### src/rtl/regs_pkg.sv
// -----------------------------------------------------------------------------
// regs_pkg
// Shared register-file constants and types used by the writeback arbiter
// and its load-return buffer.
//   XLEN        - data path width
//   REG_ADDR_W  - register address width
//   NUM_REGS    - number of architectural registers
//   wb_entry_t  - one buffered writeback {addr, data}
//   grant_t     - which source owns the register-file write port this cycle
//   rd_decode() - one-hot decode of a destination register (x0 decodes to 0)
// -----------------------------------------------------------------------------
package regs_pkg;

    localparam int XLEN       = 32;
    localparam int REG_ADDR_W = 5;
    localparam int NUM_REGS   = 1 << REG_ADDR_W;

    typedef struct packed {
        logic [REG_ADDR_W-1:0] addr;
        logic [XLEN-1:0]       data;
    } wb_entry_t;

    typedef enum logic [1:0] {
        GRANT_NONE = 2'd0,
        GRANT_ALU  = 2'd1,
        GRANT_LOAD = 2'd2
    } grant_t;

    // x0 is hardwired to zero, so it never contributes a pending bit.
    function automatic logic [NUM_REGS-1:0] rd_decode(input logic [REG_ADDR_W-1:0] addr);
        logic [NUM_REGS-1:0] onehot;
        onehot = '0;
        if (addr != '0) begin
            onehot[addr] = 1'b1;
        end
        return onehot;
    endfunction

endpackage

### src/rtl/wb_fifo.sv
// -----------------------------------------------------------------------------
// wb_fifo
// In-order buffer of load-return writebacks waiting for the register-file
// write port.
//   i_clk, i_rst_n      - clock, asynchronous active-low reset (pointers/count)
//   i_push/_addr/_data  - enqueue one entry at the tail (caller ensures not full)
//   i_pop               - retire the head entry (caller ensures not empty)
//   o_head_addr/_data   - current head entry
//   o_count             - number of valid entries (registered)
//   o_entry_valid       - per-slot valid flag, derived from pointers and count
//   o_entry_addr        - per-slot destination register, packed slot-major
// -----------------------------------------------------------------------------
module wb_fifo
    import regs_pkg::*;
#(
    parameter int DEPTH = 2
) (
    input  logic                        i_clk,
    input  logic                        i_rst_n,
    input  logic                        i_push,
    input  logic [REG_ADDR_W-1:0]       i_push_addr,
    input  logic [XLEN-1:0]             i_push_data,
    input  logic                        i_pop,
    output logic [REG_ADDR_W-1:0]       o_head_addr,
    output logic [XLEN-1:0]             o_head_data,
    output logic [$clog2(DEPTH):0]      o_count,
    output logic [DEPTH-1:0]            o_entry_valid,
    output logic [DEPTH*REG_ADDR_W-1:0] o_entry_addr
);

    localparam int PTR_W = $clog2(DEPTH);
    localparam int CNT_W = PTR_W + 1;

    wb_entry_t        mem [DEPTH];
    logic [PTR_W-1:0] wr_ptr_reg;
    logic [PTR_W-1:0] rd_ptr_reg;
    logic [CNT_W-1:0] count_reg;

    // Entry storage carries no reset: validity comes only from the pointers.
    always_ff @(posedge i_clk) begin
        if (i_push) begin
            mem[wr_ptr_reg] <= '{addr: i_push_addr, data: i_push_data};
        end
    end

    always_ff @(posedge i_clk or negedge i_rst_n) begin
        if (!i_rst_n) begin
            wr_ptr_reg <= '0;
            rd_ptr_reg <= '0;
            count_reg  <= '0;
        end else begin
            if (i_push) begin
                wr_ptr_reg <= wr_ptr_reg + PTR_W'(1);
            end
            if (i_pop) begin
                rd_ptr_reg <= rd_ptr_reg + PTR_W'(1);
            end
            count_reg <= count_reg + CNT_W'(i_push) - CNT_W'(i_pop);
        end
    end

    assign o_head_addr = mem[rd_ptr_reg].addr;
    assign o_head_data = mem[rd_ptr_reg].data;
    assign o_count     = count_reg;

    // A slot is live when its distance from the head (mod DEPTH, which wraps
    // naturally because DEPTH is a power of two) is below the occupancy.
    generate
        for (genvar gi = 0; gi < DEPTH; gi++) begin : g_slot
            logic [PTR_W-1:0] slot_offset;
            assign slot_offset       = PTR_W'(gi) - rd_ptr_reg;
            assign o_entry_valid[gi] = ({1'b0, slot_offset} < count_reg);
            assign o_entry_addr[gi*REG_ADDR_W +: REG_ADDR_W] = mem[gi].addr;
        end
    endgenerate

endmodule

### src/rtl/regs_wb_arbiter.sv
// -----------------------------------------------------------------------------
// regs_wb_arbiter
// Arbitrates the single register-file write port between the ALU and a
// buffered load-return path. The ALU normally wins; a buffered load that has
// waited AGE_LIMIT cycles forces its way through. An ALU write to a register
// that still has an older buffered load pending is stalled so the writes land
// in program order.
//   i_clk, i_rst_n                 - clock, asynchronous active-low reset
//   i_alu_valid/_rd_addr/_rd_data  - ALU writeback request
//   o_alu_ready                    - ALU request accepted when high with valid
//   i_ld_valid/_rd_addr/_rd_data   - load-return request
//   o_ld_ready                     - load buffer has room
//   o_rd_addr/_rd_data/o_write_en  - registered register-file write
//   o_pend_mask                    - registers targeted by buffered loads
// -----------------------------------------------------------------------------
module regs_wb_arbiter
    import regs_pkg::*;
#(
    parameter int FIFO_DEPTH = 2,
    parameter int AGE_LIMIT  = 3
) (
    input  logic                  i_clk,
    input  logic                  i_rst_n,
    input  logic                  i_alu_valid,
    input  logic [REG_ADDR_W-1:0] i_alu_rd_addr,
    input  logic [XLEN-1:0]       i_alu_rd_data,
    output logic                  o_alu_ready,
    input  logic                  i_ld_valid,
    input  logic [REG_ADDR_W-1:0] i_ld_rd_addr,
    input  logic [XLEN-1:0]       i_ld_rd_data,
    output logic                  o_ld_ready,
    output logic [REG_ADDR_W-1:0] o_rd_addr,
    output logic [XLEN-1:0]       o_rd_data,
    output logic                  o_write_en,
    output logic [NUM_REGS-1:0]   o_pend_mask
);

    localparam int CNT_W = $clog2(FIFO_DEPTH) + 1;
    localparam int AGE_W = $clog2(AGE_LIMIT + 1);

    logic [CNT_W-1:0]                 fifo_count;
    logic [FIFO_DEPTH-1:0]            entry_valid;
    logic [FIFO_DEPTH*REG_ADDR_W-1:0] entry_addr;
    logic [REG_ADDR_W-1:0]            head_addr;
    logic [XLEN-1:0]                  head_data;
    logic                             fifo_empty;
    logic                             fifo_push;
    logic                             fifo_pop;

    logic [AGE_W-1:0]                 age_reg;
    logic                             force_pop;
    logic                             waw_block;
    logic                             alu_accept;
    grant_t                           grant;

    logic                             write_en_reg;
    logic [REG_ADDR_W-1:0]            rd_addr_reg;
    logic [XLEN-1:0]                  rd_data_reg;

    logic [NUM_REGS-1:0]              slot_mask [FIFO_DEPTH];
    logic [NUM_REGS-1:0]              pend_mask;

    wb_fifo #(
        .DEPTH (FIFO_DEPTH)
    ) u_wb_fifo (
        .i_clk         (i_clk),
        .i_rst_n       (i_rst_n),
        .i_push        (fifo_push),
        .i_push_addr   (i_ld_rd_addr),
        .i_push_data   (i_ld_rd_data),
        .i_pop         (fifo_pop),
        .o_head_addr   (head_addr),
        .o_head_data   (head_data),
        .o_count       (fifo_count),
        .o_entry_valid (entry_valid),
        .o_entry_addr  (entry_addr)
    );

    assign fifo_empty = (fifo_count == '0);

    // Readiness looks only at the registered count, so a load can never be
    // offered room that depends on this cycle's pop decision.
    assign o_ld_ready = (fifo_count < CNT_W'(FIFO_DEPTH));

    // Loads to x0 are accepted and silently dropped.
    assign fifo_push  = i_ld_valid & o_ld_ready & (i_ld_rd_addr != '0);

    // Pending-register mask: OR of each live slot's one-hot destination.
    generate
        for (genvar gi = 0; gi < FIFO_DEPTH; gi++) begin : g_pend
            assign slot_mask[gi] = entry_valid[gi]
                                 ? rd_decode(entry_addr[gi*REG_ADDR_W +: REG_ADDR_W])
                                 : '0;
        end
    endgenerate

    always_comb begin
        pend_mask = '0;
        for (int i = 0; i < FIFO_DEPTH; i++) begin
            pend_mask = pend_mask | slot_mask[i];
        end
    end

    assign o_pend_mask = pend_mask;

    assign force_pop   = !fifo_empty && (age_reg == AGE_W'(AGE_LIMIT));
    assign waw_block   = (i_alu_rd_addr != '0) && pend_mask[i_alu_rd_addr];
    assign o_alu_ready = !force_pop && !waw_block;
    assign alu_accept  = i_alu_valid && o_alu_ready;

    // An accepted ALU write to x0 consumes no port slot, leaving it for the
    // load buffer.
    always_comb begin
        grant = GRANT_NONE;
        if (force_pop) begin
            grant = GRANT_LOAD;
        end else if (alu_accept && (i_alu_rd_addr != '0)) begin
            grant = GRANT_ALU;
        end else if (!fifo_empty) begin
            grant = GRANT_LOAD;
        end
    end

    assign fifo_pop = (grant == GRANT_LOAD);

    // Head age restarts whenever a different entry becomes head (pop, or the
    // buffer was empty) and otherwise counts up to the limit.
    always_ff @(posedge i_clk or negedge i_rst_n) begin
        if (!i_rst_n) begin
            age_reg <= '0;
        end else if (fifo_pop || fifo_empty) begin
            age_reg <= '0;
        end else if (age_reg != AGE_W'(AGE_LIMIT)) begin
            age_reg <= age_reg + AGE_W'(1);
        end
    end

    // Registered write port; address/data hold their last value when idle.
    always_ff @(posedge i_clk or negedge i_rst_n) begin
        if (!i_rst_n) begin
            write_en_reg <= 1'b0;
            rd_addr_reg  <= '0;
            rd_data_reg  <= '0;
        end else begin
            write_en_reg <= (grant != GRANT_NONE);
            if (grant == GRANT_ALU) begin
                rd_addr_reg <= i_alu_rd_addr;
                rd_data_reg <= i_alu_rd_data;
            end else if (grant == GRANT_LOAD) begin
                rd_addr_reg <= head_addr;
                rd_data_reg <= head_data;
            end
        end
    end

    assign o_write_en = write_en_reg;
    assign o_rd_addr  = rd_addr_reg;
    assign o_rd_data  = rd_data_reg;

endmodule

### config.mk
export PLATFORM = sky130hd
export DESIGN_NAME = regs_wb_arbiter
export DESIGN_NICKNAME = d
export VERILOG_FILES = /design/src/rtl/regs_pkg.sv /design/src/rtl/wb_fifo.sv /design/src/rtl/regs_wb_arbiter.sv
export SDC_FILE = /design/constraint.sdc
export NUM_CORES = 1
export LEC_CHECK = 0
export CAP_MARGIN = 20
export CORE_ASPECT_RATIO = 1.2
export CORE_MARGIN = 1.5
export CORE_UTILIZATION = 45
export CTS_BUF_LIST = sky130_fd_sc_hd__clkbuf_4
export CTS_CLUSTER_DIAMETER = 60
export CTS_CLUSTER_SIZE = 14
export DETAILED_ROUTE_END_ITERATION = 8
export PLACE_DENSITY = 0.78
export SKIP_CTS_REPAIR_TIMING = 1
export SYNTH_ARGS = -nofsm -noshare
export SYNTH_HDL_FRONTEND = slang
export SYNTH_SLANG_ARGS = --single-unit
### constraint.sdc
create_clock -name i_clk -period 3.05 [get_ports i_clk]
set_input_delay 0.61 -clock i_clk [delete_from_list [all_inputs] [get_ports i_clk]]
set_output_delay 0.61 -clock i_clk [all_outputs]
set_load 0.01 [all_outputs]
Word-level counts from Yosys, hierarchy flattened
Memories as Yosys holds them, arrays and structs flattened. Index checks and enable logic that the tools add are counted.

Flip-flop bits (word level): 44. Bits in writable memories: 74. Input bits: 78. Output and inout port bits: 72. Logic and storage cells: 70. Memories kept: 1.

$add $sub $neg: 7. Magnitude comparators: 8. Equality and inequality tests: 4. Multiplexer cells: 21. Bitwise logic cells: 3. Reduce and logical (&&, ||, !) cells: 19.

Memories: u_wb_fifo.mem (words 2, width 37, read ports 3, clocked after Yosys merged registers in 0, write ports 1, RTL line wb_fifo.sv:34) `wb_entry_t mem [DEPTH];`.

Operators by type and width (number): two-way mux 32 bit (6); OR 32 bit (1); nonzero test 5 bit (4); < comparator 5 x 6 -> 1 bit, second input constant (3); demux 1 bit (select 5 bit) (2); greater-or-equal comparator 5 x 1 -> 1 bit, second input constant (2); two-way mux 2 bit (5); two-way mux 5 bit (2); logical AND 1 bit (7); nonzero test 2 bit (3); binary-select mux 1 bit (select 5 bit) (1); two-way mux 1 bit (5); == test 2 bit, second input constant (2); < comparator 1 x 2 -> 1 bit (2); logical NOT 1 bit (3); adder 1 bit, second input constant (2); adder 2 x 1 -> 2 bit (1); adder 2 x 1 -> 2 bit, second input constant (1); bitwise AND 1 bit (2); == test 2 x 1 -> 1 bit, second input constant (1); logical NOT 2 bit (1); < comparator 2 bit, second input constant (1); != test 2 bit, second input constant (1); subtractor 1 bit, first input constant (2); other kinds (2) (2).

Logic depth before layout (Yosys ltp)
Gate-level depths: netlist of the first run.

Depth in word-level cells: 19. Gate-level depth with buffers: 14. Mapped depth without buffers: 13.

Modules after synthesis
A second synthesis of the first run with hierarchy kept.

Cell total of the unflattened synthesis: 461. Area, all modules: 5794.3 µm².

Modules (own cells, without submodules): wb_fifo (times used 1, cells an instance 141, area each 2954.1 µm², sequential area each 2322.2 µm²); regs_wb_arbiter (times used 1, cells an instance 320, area each 2840.2 µm², sequential area each 1001.0 µm²).

Worst setup path after synthesis of the first run
OpenSTA, ideal clock, no wires.

Kind: input-to-reg. Start: input i_alu_rd_addr[0]. End: register u_wb_fifo.count_reg[1], in the netlist u_wb_fifo.o_count[1]. Library setup time: 123 ps. Arrival: 3177 ps. Data required time: 2927 ps. Slack: -250 ps. Cell stages on the path: 14. Path buffers: 1. Cells stage by stage: clkbuf_1 and3b_1 nand4bb_1 o311ai_1 a221oi_1 nor4_1 or4_1 a21bo_1 ha_1 ha_1 inv_1 ha_1 xnor2_1 xnor2_1.

Word-level cells in the longest chain between the ends: 11. Elaborated cells between the ends (all ways): 12. Those cells by class: 1 x add/sub; 1 x eq/ne; 4 x mux; 6 x reduce/logical.

Ends and longest elaborated chain: start: declaration (RTL line regs_wb_arbiter.sv:25) `input logic [REG_ADDR_W-1:0] i_alu_rd_addr,`; binary-select mux 1 bit (select 5 bit) (RTL line regs_wb_arbiter.sv:107) `assign waw_block = (i_alu_rd_addr != '0) && pend_mask[i_alu_rd_addr];`; two-way mux 1 bit (not written as such) (RTL line regs_wb_arbiter.sv:107); logical AND 1 bit (RTL line regs_wb_arbiter.sv:107); logical NOT 1 bit (RTL line regs_wb_arbiter.sv:108) `assign o_alu_ready = !force_pop && !waw_block;`; logical AND 1 bit (RTL line regs_wb_arbiter.sv:108); logical AND 1 bit (RTL line regs_wb_arbiter.sv:109) `assign alu_accept = i_alu_valid && o_alu_ready;`; logical AND 1 bit (*) (RTL line regs_wb_arbiter.sv:117) `end else if (alu_accept && (i_alu_rd_addr != '0)) begin`; two-way mux 2 bit (*) (RTL line regs_wb_arbiter.sv:117); two-way mux 2 bit (*) (RTL line regs_wb_arbiter.sv:115) `if (force_pop) begin`; == test 2 bit (*) (RTL line regs_wb_arbiter.sv:124) `assign fifo_pop = (grant == GRANT_LOAD);`; subtractor 2 x 1 -> 2 bit (*) (RTL line wb_fifo.sv:58) `count_reg <= count_reg + CNT_W'(i_push) - CNT_W'(i_pop);`; end signal: assignment (RTL line wb_fifo.sv:58); end: declaration (RTL line wb_fifo.sv:37) `logic [CNT_W-1:0] count_reg;`.

Mark *: on every way between the ends. The rest lies on a longest branch, timed or not. The select of a mux whose other input is x is not followed. A chain may end at the register's enable or synchronous reset.

Worst setup path in the final report of the first run
Start: register u_wb_fifo.count_reg[0], in the netlist u_wb_fifo.o_count[0]. End: output o_alu_ready.

Word-level cells in the longest chain between the ends: 8. Elaborated cells between the ends (all ways): 14. Those cells by class: 2 x order compare; 4 x mux; 1 x bitwise; 7 x reduce/logical.

Ends and longest elaborated chain: < comparator 1 x 2 -> 1 bit (RTL line wb_fifo.sv:72) `assign o_entry_valid[gi] = ({1'b0, slot_offset} < count_reg);`; two-way mux 32 bit (RTL line regs_wb_arbiter.sv:92) `? rd_decode(entry_addr[gi*REG_ADDR_W +: REG_ADDR_W])`; OR 32 bit (RTL line regs_wb_arbiter.sv:100) `pend_mask = pend_mask | slot_mask[i];`; binary-select mux 1 bit (select 5 bit) (RTL line regs_wb_arbiter.sv:107); two-way mux 1 bit (not written as such) (RTL line regs_wb_arbiter.sv:107); logical AND 1 bit (RTL line regs_wb_arbiter.sv:107); logical NOT 1 bit (RTL line regs_wb_arbiter.sv:108); logical AND 1 bit (*) (RTL line regs_wb_arbiter.sv:108); end: declaration (RTL line regs_wb_arbiter.sv:27) `output logic o_alu_ready,`.

Marked as above.

==> key figures, run 1 <==
Placed design
  – Placed cells: 868
  – Worst setup slack after placement: -0.768 ns
  – Post-DP HPWL: 12.7 mm
  – Routability congestion estimate: 0.929
  – Port bufs: 148

Power and ir drop
  – Power Dens Cells: ~820 nW/µm²
  – Static leakage: 3.76 nW
  – VDD IR-drop max: approximately 0.00054 V

Critical path
  – CP Launch Point: u_wb_fifo.o_count[0]$_DFF_PN0_
  – CP Max Fanout: 5
  – Crit. End Element: output port
  – Critical R2R Launch: u_wb_fifo.o_count[0]$_DFF_PN0_
  – Critical path launch point type: register
  – Crit path kind: register to output port
  – Worst Path Arrival: 2.88 ns
  – Worst R2R Path Depth: 14
  – WP data required: 2.44 ns

Final layout
  – Fin util: between 70% and 80%
  – Multi-input logic area: about 2700 µm²
  – Area Overhead vs Synth: 66.4%
  – Largest register FFs: 74
  – Reg with most FFs: u_wb_fifo.mem
  – FF/Latch Area: 3330 µm²
  – Fillers: about 800
  – Nets@finish: 834
  – Final cell count without fillers: 924
  – Diodes inserted: 0
  – Layout cells sized above 1: 35.8%

Synthesis
  – Synthesized instance count: 485
  – Share of the synthesized area in the top cell type: 39.9%
  – Seq/Total Area, Yosys: 59.7%
  – Post-synth top flop: edfxtp_1
  – Fraction of registers with async set/reset: 37.3%
  – Syn_nets: 569
  – Number of synthesized flops with an enable pin: 74
  – Synthesis warning total: 0
  – Yosys reg bits: 118
  – Area leader, netlist: edfxtp_1
  – Most frequent cells after synthesis: edfxtp_1, nand2_1, nor2_1
  – Cell variety after synth: 58
  – Synth Cell Area: 5570 µm²
  – Leading post-synthesis cells by cell area: edfxtp_1, dfrtp_1, mux2i_1, a21oi_1, nand2_1
  – Most frequent cell after synthesis: edfxtp_1
  – Syn avg cell area: 11.5 µm²

STA
  – Worst setup margin: -0.444 ns
  – Slew Viols, Final: 0
  – Period utilisation layout: 115%
  – RSZ-0062 raised after global routing: true
  – Final Skew: 0.0180 ns
  – Fmax: between 0.2 and 0.3 GHz
  – Final hold violations: 0
  – Final setup fails: 51
  – Fin crit period: 3.49 ns

Global route
  – Initial antenna violation count: 0
  – Gr ovfl total: 0
  – First-pass GRT wire length: around 26 mm
  – Largest net degree at the start of global routing: 54
  – Vias in the first global route: 5039
  – Total GRT Usage: around a quarter

Min path
  – Hold Path Class: input port to async pin

Job
  – Max Cap Viol: 0

Clock network
  – CTS Buf Count: 17
  – Htree depth: 4
  – Max Buffers Root-to-Sink: 2
  – Clk_lat worst skew: 0.52 ns
  – Clock Sinks: 118
  – CTS tree: yes
  – Clk root buf: clkbuf_4
  – Clk slew on worst S/H paths: 0.12 ns

Outcome
  – Failing checks: setup timing
  – Status: finished, violations left

Detailed routing
  – Vias per cell: 5.52
  – Post-Route WL: about 19 mm
  – Vias: 5104
  – Number of remaining DRC errors: 0
  – Wire per inst: 20.9 µm
  – Drt pass-1 iters: 4
  – Number of nets with antenna violations after routing: 0
  – DR iter-0 viols: 350

Die
  – Die Height: 125 µm
  – Die Wd: 105 µm
  – Std-Cell Rows: 44
  – Initial core utilization: 46.0%
  – Core Area: 12100 µm²
  – Boundary Pins: 150
  – Full die area: 13100 µm²
layer usage:
metal	vias up	wire (µm)	GRT usage, %
met4	0	792	10.6
met3	56	958	6.07
met2	215	10400	47.5
met1	2498	7160	29.3
li1	2335	-	-
met5	-	0	0
where the power goes:
group	internal [W]	switching (W)	total (W)	leakage, nW
logic	0.00194	0.00197	0.00391	2.39
clock network	0.000586	0.000639	0.00122	0.161
registers	0.00221	0.000257	0.00247	1.21
worst max-delay path, stage by stage (launching register included):
cell	delay, ns
dfrtp_1	0.42
nor2b_4	0.18
o21ai_4	0.25
buf_6	0.15
o22ai_2	0.09
mux2i_1	0.17
buf_4	0.15
nor3_1	0.06
or4_4	0.53
a22oi_2	0.22
buf_2	0.16
path summary, 6_finish.rpt:
path	endpoint	slack (ns)
max reg2reg	o_rd_data[6]$_DFFE_PN0P_	-0.35
min reg2reg	o_rd_data[28]$_DFFE_PN0P_	0.50
min	o_rd_data[12]$_DFFE_PN0P_	0.04
max in group asynchronous	u_wb_fifo.o_count[1]$_DFF_PN0_	2.46
min in group i_clk	o_rd_data[28]$_DFFE_PN0P_	0.50
max	o_alu_ready	-0.44
layout by cell type (no fill, tap or decap), drive strengths merged, types with 3 or more instances in the layout:
master	instances
clkdlybuf4s50	135
buf	127
edfxtp	74
nand2	54
nor2	46
dfrtp	44
mux2i	41
o21ai	41
a21oi	41
o22ai	32
clkbuf	22
dlymetal6s2s	10
inv	10
nor2b	10
nand3b	8
ha	6
clkinv	6
nor3	4
or3	4
nand3	3
xor2	3
bufinv	3
nand2b	3
final cells by class:
class,instances,share of cell area [%]
flip-flops and latches,118,35.9
repair buffers,276,29.4
multi-input cells,330,28.9
well taps,161,2.17
clock inverters,14,1.89
clock buffers,18,1.46
inverters,7,0.284
stage by stage:
stage          cell area, µm²  total power (W)  hold WS, ns  setup TNS (ns)
6_report                 9260          0.00760       0.0351          -11.65
5_1_grt                  9260          0.00799       0.0198          -16.14
4_1_cts                  8330          0.00683        0.262          -16.57
3_5_place_dp             8020          0.00561        0.473          -22.78
3_3_place_gp             8020          0.00551        0.463          -21.25
2_1_floorplan            5680          0.00409        0.314           -1.41
cells by family (layout without fill, tap and decap cells):
logic type               after synthesis  count (layout)  share of synthesized area, %
AND/OR/NAND/NOR                      142             142                          12.2
AO/OA/AOI/OAI                        134             134                          15.1
flip-flops                           118             118                          59.7
multiplexers                          42              42                          7.78
buffers and inverters                 37             315                          2.97
adder cells (fa/ha/maj)                6               6                          1.35
XOR/XNOR                               5               5                         0.787
other                                  1               1                        0.0674
(Power assumes the default switching activity.)
==> run 2: changes to the inputs <==
- CORE_ASPECT_RATIO: 1.2 -> 1.25
==> run 2 against run 1 <==
  * The run still ends with setup timing left
  * Global-route usage decreased by 0.24 points
  * Count of clock-buffer cells in the layout decreased by 1
  * Fmax decreased by 1.5%
  * Critical path depth unchanged
  * Critical endpoint unchanged
  * Critical path type unchanged
  * Register-to-register slack got worse by 0.09 ns
  * Die area about the same
  * Sequential cell count unchanged
  * Largest power group unchanged
==> key figures, run 2 (same netlist as run 1, synthesis figures left out) <==
Outcome
  – Status: finished, violations left
  – Failing checks: setup timing

Clock network
  – Clk_lat worst skew: 0.54 ns (+0.02 ns)
  – CTS tree: yes
  – Clock Sinks: 118 (unchanged)
  – CTS Buf Count: 17 (unchanged)
  – Htree depth: 4 (unchanged)
  – Clk slew on worst S/H paths: 0.11 ns (about the same)
  – Clk root buf: clkbuf_4
  – Max Buffers Root-to-Sink: 2 (unchanged)

Die
  – Boundary Pins: 150 (unchanged)
  – Std-Cell Rows: 45 (+2.3%)
  – Core Area: 12100 µm² (about the same)
  – Die Height: 127 µm (+2.0%)
  – Die Wd: 102 µm (-2.0%)
  – Initial core utilization: 46.0% (about the same)
  – Full die area: 13100 µm² (about the same)

Detailed routing
  – Drt pass-1 iters: 5 (+1)
  – Vias per cell: 5.38 (-2.5%)
  – Highest metal used: met4
  – Metal2 WL: 9.54 mm (-8.1%)
  – M1 WL: 6.53 mm (-8.9%)
  – DR iter-0 viols: 308 (-12%)
  – Wire per inst: 18.9 µm (-9.6%)
  – Number of remaining DRC errors: 0 (unchanged)
  – Number of nets with antenna violations after routing: 0 (unchanged)
  – Post-Route WL: 17.5 mm (-9.3%)
  – Vias: 4990 (-2.2%)
  – Met3 wire len: 834 µm (-13%)

STA
  – Fmax: 0.282 GHz (-1.5%)
  – Final setup fails: 49 (-3.9%)
  – Worst setup margin: -0.495 ns (-0.0514 ns)
  – Period utilisation layout: 116% (+1.7 points)
  – Slew Viols, Final: 0 (unchanged)
  – Fin crit period: 3.55 ns (+0.0514 ns)
  – Final Skew: 0.0315 ns (+0.0135 ns)
  – Slew HR: 65.4%
  – Measured slew at the worst slew-check pin: 0.519 ns
  – RSZ-0062 raised after global routing: true
  – Final hold violations: 0 (unchanged)

Final layout
  – Reg with most FFs: u_wb_fifo.mem
  – Largest register FFs: 74 (unchanged)
  – Commonest non-fill, non-tap cell in the layout: clkdlybuf4s50_1
  – Layout cells sized above 1: 31.5% (-4.3 points)
  – Commonest non-fill, non-tap cells in the layout: clkdlybuf4s50_1, buf_4, edfxtp_1
  – Nets@finish: 833 (-0.12%)
  – Area Overhead vs Synth: 62.5%
  – Final instance area: 9050 µm² (-2.3%)
  – Fillers: 809 (+1.5%)

Critical path
  – Critical R2R Launch: u_wb_fifo.o_count[0]$_DFF_PN0_
  – CP top delay family: simple AND/OR/NAND/NOR gates
  – Worst Path Arrival: 2.94 ns (+0.06 ns)
  – R2r endpoint: u_wb_fifo.o_count[1]$_DFF_PN0_
  – Crit path buf inv count: 3 (unchanged)
  – Critical path launch point type: register
  – Worst R2R Path Depth: 17 (+3)
  – CP max-delay cell: or4_4
  – CP Max Fanout: 5 (unchanged)
  – R2R Setup Slk: -0.44 ns (-0.09 ns)
  – Worst path max stage delay: 0.54 ns (about the same)
  – Crit-path cells: nor2b_4, o21ai_4, buf_6, o22ai_4, mux2i_1, buf_4, nor3_4, or4_4, a22oi_2, buf_2
  – WP data required: 2.44 ns (about the same)
  – Crit path kind: register to output port
  – Crit. End Element: output port

Placed design
  – Placed instance area: 8040 µm² (+0.27%)
  – Post-DP HPWL: 12.3 mm (-3.0%)
  – Port bufs: 148 (unchanged)
  – Routability congestion estimate: 0.958 (+3.1%)

Global route
  – Initial antenna violation count: 1 (+1)
  – Total GRT Usage: 26.0% (-0.24 points)
  – Largest net degree at the start of global routing: 33 (-39%)
  – Gr ovfl total: 0 (unchanged)
  – Vias in the first global route: 5040 (+0.020%)
  – First-pass GRT wire length: 25.2 mm (-3.8%)

Power and ir drop
  – Power Total: 0.00730 W (-4.0%)
  – Power Dens Cells: 806 nW/µm² (-1.8%)
  – VDD IR-drop max: 0.000540 V (+0.83%)
  – Static leakage: 3.80 nW (+0.92%)

Min path
  – Hold wc startpoint: o_rd_data[1]$_DFFE_PN0P_
  – Min-Delay Endpoint: o_rd_data[1]$_DFFE_PN0P_
  – Hold path cells: 2
  – Hold Path Class: register to register

Job
  – Max Cap Viol: 0 (unchanged)
## run 2: report_power, final
group | total (W) | internal, W | switching, W | leakage [nW]
sequential | 0.00247 | 0.00221 | 0.000257 | 1.21
combinational | 0.00358 | 0.00180 | 0.00178 | 2.42
clock | 0.00125 | 0.000587 | 0.000666 | 0.162
total | 0.00730 | 0.00459 | 0.00270 | 3.80
## run 2: cell type report
cell class	instances	area (µm²)	share of cell area [%]
antenna	1	2.50	0.0277
clock buffer	17	128	1.41
clock inverter	15	194	2.14
inverter	7	26.3	0.290
multi-input combinational	330	2510	27.7
sequential	118	3330	36.8
tap	164	205	2.27
timing repair buffer	275	2660	29.4
## run 2: stage by stage
| stage | setup TNS (ns) | utilization, % | hold WS (ns) | worst slack [ns] | cells |
|---|---|---|---|---|---|
| 6_report | -9.20 | 74.7 | 0.503 | -0.495 | 927 |
| 5_1_grt | -14.89 | 74.7 | 0.523 | -0.595 | 927 |
| 4_1_cts | -18.40 | 69.1 | -0.0377 | -1.04 | 902 |
| 3_5_place_dp | -25.51 | 66.4 | 0.477 | -0.792 | 870 |
| 3_3_place_gp | -20.65 | 66.4 | 0.467 | -0.743 | 870 |
| 2_1_floorplan | -1.41 | - | 0.314 | -0.114 | 485 |
## run 2: metal layers
layer | vias to the layer above | GRT usage (%)
met2 | 200 | 45.8
met5 | - | 0
met4 | 0 | 13.9
met3 | 36 | 5.53
met1 | 2423 | 28.8
li1 | 2331 | -
## run 2: worst max-delay path by stage
stage | start | end | cells after the start
after floorplan | i_alu_rd_addr[0] | u_wb_fifo.o_count[1]$_DFF_PN0_ | 14
after detailed placement | i_alu_rd_addr[0] | o_alu_ready | 9
after global placement | i_alu_rd_addr[0] | o_alu_ready | 9
final | u_wb_fifo.o_count[0]$_DFF_PN0_ | o_alu_ready | 10
after CTS | u_wb_fifo.o_count[1]$_DFF_PN0_ | o_alu_ready | 9
after global routing | u_wb_fifo.o_count[0]$_DFF_PN0_ | o_alu_ready | 10
## run 2: worst min-delay path, delay by kind of cell, from the launching register on
| family | cells | cell delay, ns |
|---|---|---|
| flops | 1 | 0.37 |
| compound gates | 1 | 0.06 |
| simple gates | 1 | 0.05 |
==> run 3: changes to the inputs <==
- CTS_CLUSTER_SIZE: 14 -> 12
- RECOVER_POWER: unset -> 25
==> run 3 against run 2 <==
  * The run still ends with setup timing left
  * Combinational power about the same
  * Critical endpoint unchanged
  * Worst hold slack about the same
  * Largest cell class unchanged
  * Non-clock buffer count unchanged
==> key figures, run 3 (same netlist as run 1, synthesis figures left out) <==
Clock network
  – CTS Buf Count: 17 (unchanged)
  – CTS tree: yes
  – Max Buffers Root-to-Sink: 2 (unchanged)
  – Htree depth: 4 (unchanged)
  – Clk slew on worst S/H paths: 0.11 ns (about the same)
  – Clk root buf: clkbuf_4
  – Clk_lat worst skew: 0.53 ns (about the same)
  – Clock Sinks: 118 (unchanged)

Critical path
  – Crit. End Element: output port
  – WP data required: 2.44 ns (about the same)
  – CP Max Fanout: 5 (unchanged)
  – Critical path launch point type: register
  – R2R Setup Slk: -0.44 ns (about the same)
  – Crit path kind: register to output port
  – Worst Path Arrival: 2.93 ns (about the same)

Final layout
  – Final cell count without fillers: 928 (+0.11%)
  – Commonest non-fill, non-tap cells in the layout: buf_4, clkdlybuf4s50_1, edfxtp_1
  – Layout cells sized above 1: 31.5% (unchanged)
  – Commonest non-fill, non-tap cell in the layout: buf_4
  – Largest register FFs: 74 (unchanged)
  – Nets@finish: 833 (unchanged)
  – Reg with most FFs: u_wb_fifo.mem
  – Final instance area: 9050 µm² (about the same)
  – Fin util: 74.8% (about the same)
  – Area Overhead vs Synth: 62.6% (about the same)

Global route
  – First-pass GRT wire length: 25.2 mm (unchanged)
  – Vias in the first global route: 5040 (unchanged)
  – Initial antenna violation count: 1 (unchanged)
  – Largest net degree at the start of global routing: 33 (unchanged)
  – Gr ovfl total: 0 (unchanged)
  – Total GRT Usage: 26.0% (unchanged)

Power and ir drop
  – VDD IR-drop max: 0.000539 V (-0.26%)
  – Combinational power share: 49.0% (about the same)
  – Power Dens Cells: 805 nW/µm² (-0.17%)
  – Flop pwr share: 33.9% (about the same)
  – Sw Ratio: 37.1% (about the same)
  – Clock share of power: 17.2% (about the same)
  – Static leakage: 3.80 nW (+0.23%)
  – Switching pwr: 0.00270 W (about the same)
  – Internal Pwr Total: 0.00458 W (-0.19%)

Detailed routing
  – Vias per cell: 5.39 (about the same)
  – Drt pass-1 iters: 4 (-1)
  – Wire per inst: 18.9 µm (about the same)
  – Number of nets with antenna violations after routing: 0 (unchanged)
  – Vias: 4998 (+0.16%)
  – DR iter-0 viols: 310 (+0.65%)
  – Post-Route WL: 17.5 mm (about the same)
  – Number of remaining DRC errors: 0 (unchanged)

Die
  – Core Area: 12100 µm² (unchanged)
  – Full die area: 13100 µm² (unchanged)
  – Boundary Pins: 150 (unchanged)
  – Initial core utilization: 46.0% (unchanged)
  – Std-Cell Rows: 45 (unchanged)
  – Die Wd: 102 µm (unchanged)
  – Die Height: 127 µm (unchanged)

STA
  – Measured slew at the worst slew-check pin: 0.519 ns (+0.000179 ns)
  – Slew Viols, Final: 0 (unchanged)
  – Final Skew: 0.0296 ns (-0.00193 ns)
  – Worst setup margin: -0.493 ns (+0.00199 ns)
  – Final setup fails: 49 (unchanged)
  – RSZ-0062 raised after global routing: true
  – Slew HR: 65.4% (about the same)
  – Final hold violations: 0 (unchanged)
  – Hold Slack: 0.503 ns (-0.0000380 ns)
  – Period utilisation layout: 116% (about the same)
  – Fin crit period: 3.54 ns (-0.00199 ns)
  – Fmax: 0.282 GHz (about the same)

Job
  – Max Cap Viol: 0 (unchanged)

Placed design
  – Placed instance area: 8040 µm² (unchanged)
  – Routability congestion estimate: 0.958 (unchanged)
  – Placed cells: 870 (unchanged)
  – Post-DP HPWL: 12.3 mm (unchanged)
  – Port bufs: 148 (unchanged)

Outcome
  – Status: finished, violations left
  – Failing checks: setup timing

Min path
  – Hold Path Class: register to register
-- run 3: cell types whose count changed in the layout (fill, tap and decap cells not counted), sizes merged --
cell / previous run / this run
clkdlybuf4s50: 128 / 95
diode: 1 / 2
dlygate4sd3: 1 / 34
-- run 3: final timing paths --
check | from | to | cells after the start
max in group asynchronous | i_rst_n | u_wb_fifo.rd_ptr_reg$_DFFE_PN0P_ | 3
min in group asynchronous | i_rst_n | o_rd_data[31]$_DFFE_PN0P_ | 2
setup / recovery | u_wb_fifo.o_count[0]$_DFF_PN0_ | o_alu_ready | 10
hold / removal | o_rd_data[1]$_DFFE_PN0P_ | o_rd_data[1]$_DFFE_PN0P_ | 2
hold reg to reg | o_rd_data[1]$_DFFE_PN0P_ | o_rd_data[1]$_DFFE_PN0P_ | 2
setup reg to reg | u_wb_fifo.o_count[0]$_DFF_PN0_ | u_wb_fifo.o_count[1]$_DFF_PN0_ | 17
-- run 3: cell type report --
| class | instances | area [µm²] |
|---|---|---|
| Sequential cell | 118 | 3330 |
| Fill cell | 811 | 3050 |
| Timing Repair Buffer | 275 | 2660 |
| Multi-Input combinational cell | 330 | 2510 |
| Tap cell | 164 | 205 |
| Clock inverter | 15 | 194 |
| Clock buffer | 17 | 128 |
| Inverter | 7 | 26.3 |
| Antenna cell | 2 | 5.00 |
-- run 3: power by group through the flow --
stage                     registers, W  logic, W  clock network [W]
after floorplan                0.00255   0.00154                  0
after global placement         0.00246   0.00306                  0
after detailed placement       0.00249   0.00314                  0
after CTS                      0.00246   0.00315            0.00126
after global routing           0.00252   0.00387            0.00134
final                          0.00247   0.00357            0.00125
-- run 3: per-stage QoR --
stage / total power [W] / worst slack (ns) / TNS, ns
after floorplan: 0.00409 / -0.114 / -1.41
after global placement: 0.00552 / -0.743 / -20.65
after detailed placement: 0.00563 / -0.792 / -25.51
after CTS: 0.00688 / -1.04 / -18.40
after global routing: 0.00772 / -0.595 / -14.89
final: 0.00728 / -0.493 / -9.25
-- run 3: per-layer routing --
metal | global-route usage [%] | share of wire, %
met5 | 0 | 0
met4 | 13.9 | 3.2
met3 | 5.53 | 4.8
met2 | 45.8 | 55
met1 | 28.8 | 37
-- run 3: critical path, cell delays in order, from the launching register on --
cell	delay [ns]
dfrtp_1	0.42
nor2b_4	0.17
o21ai_4	0.30
buf_6	0.15
o22ai_4	0.05
mux2i_1	0.17
buf_4	0.17
nor3_4	0.04
or4_4	0.54
a22oi_2	0.23
buf_2	0.17
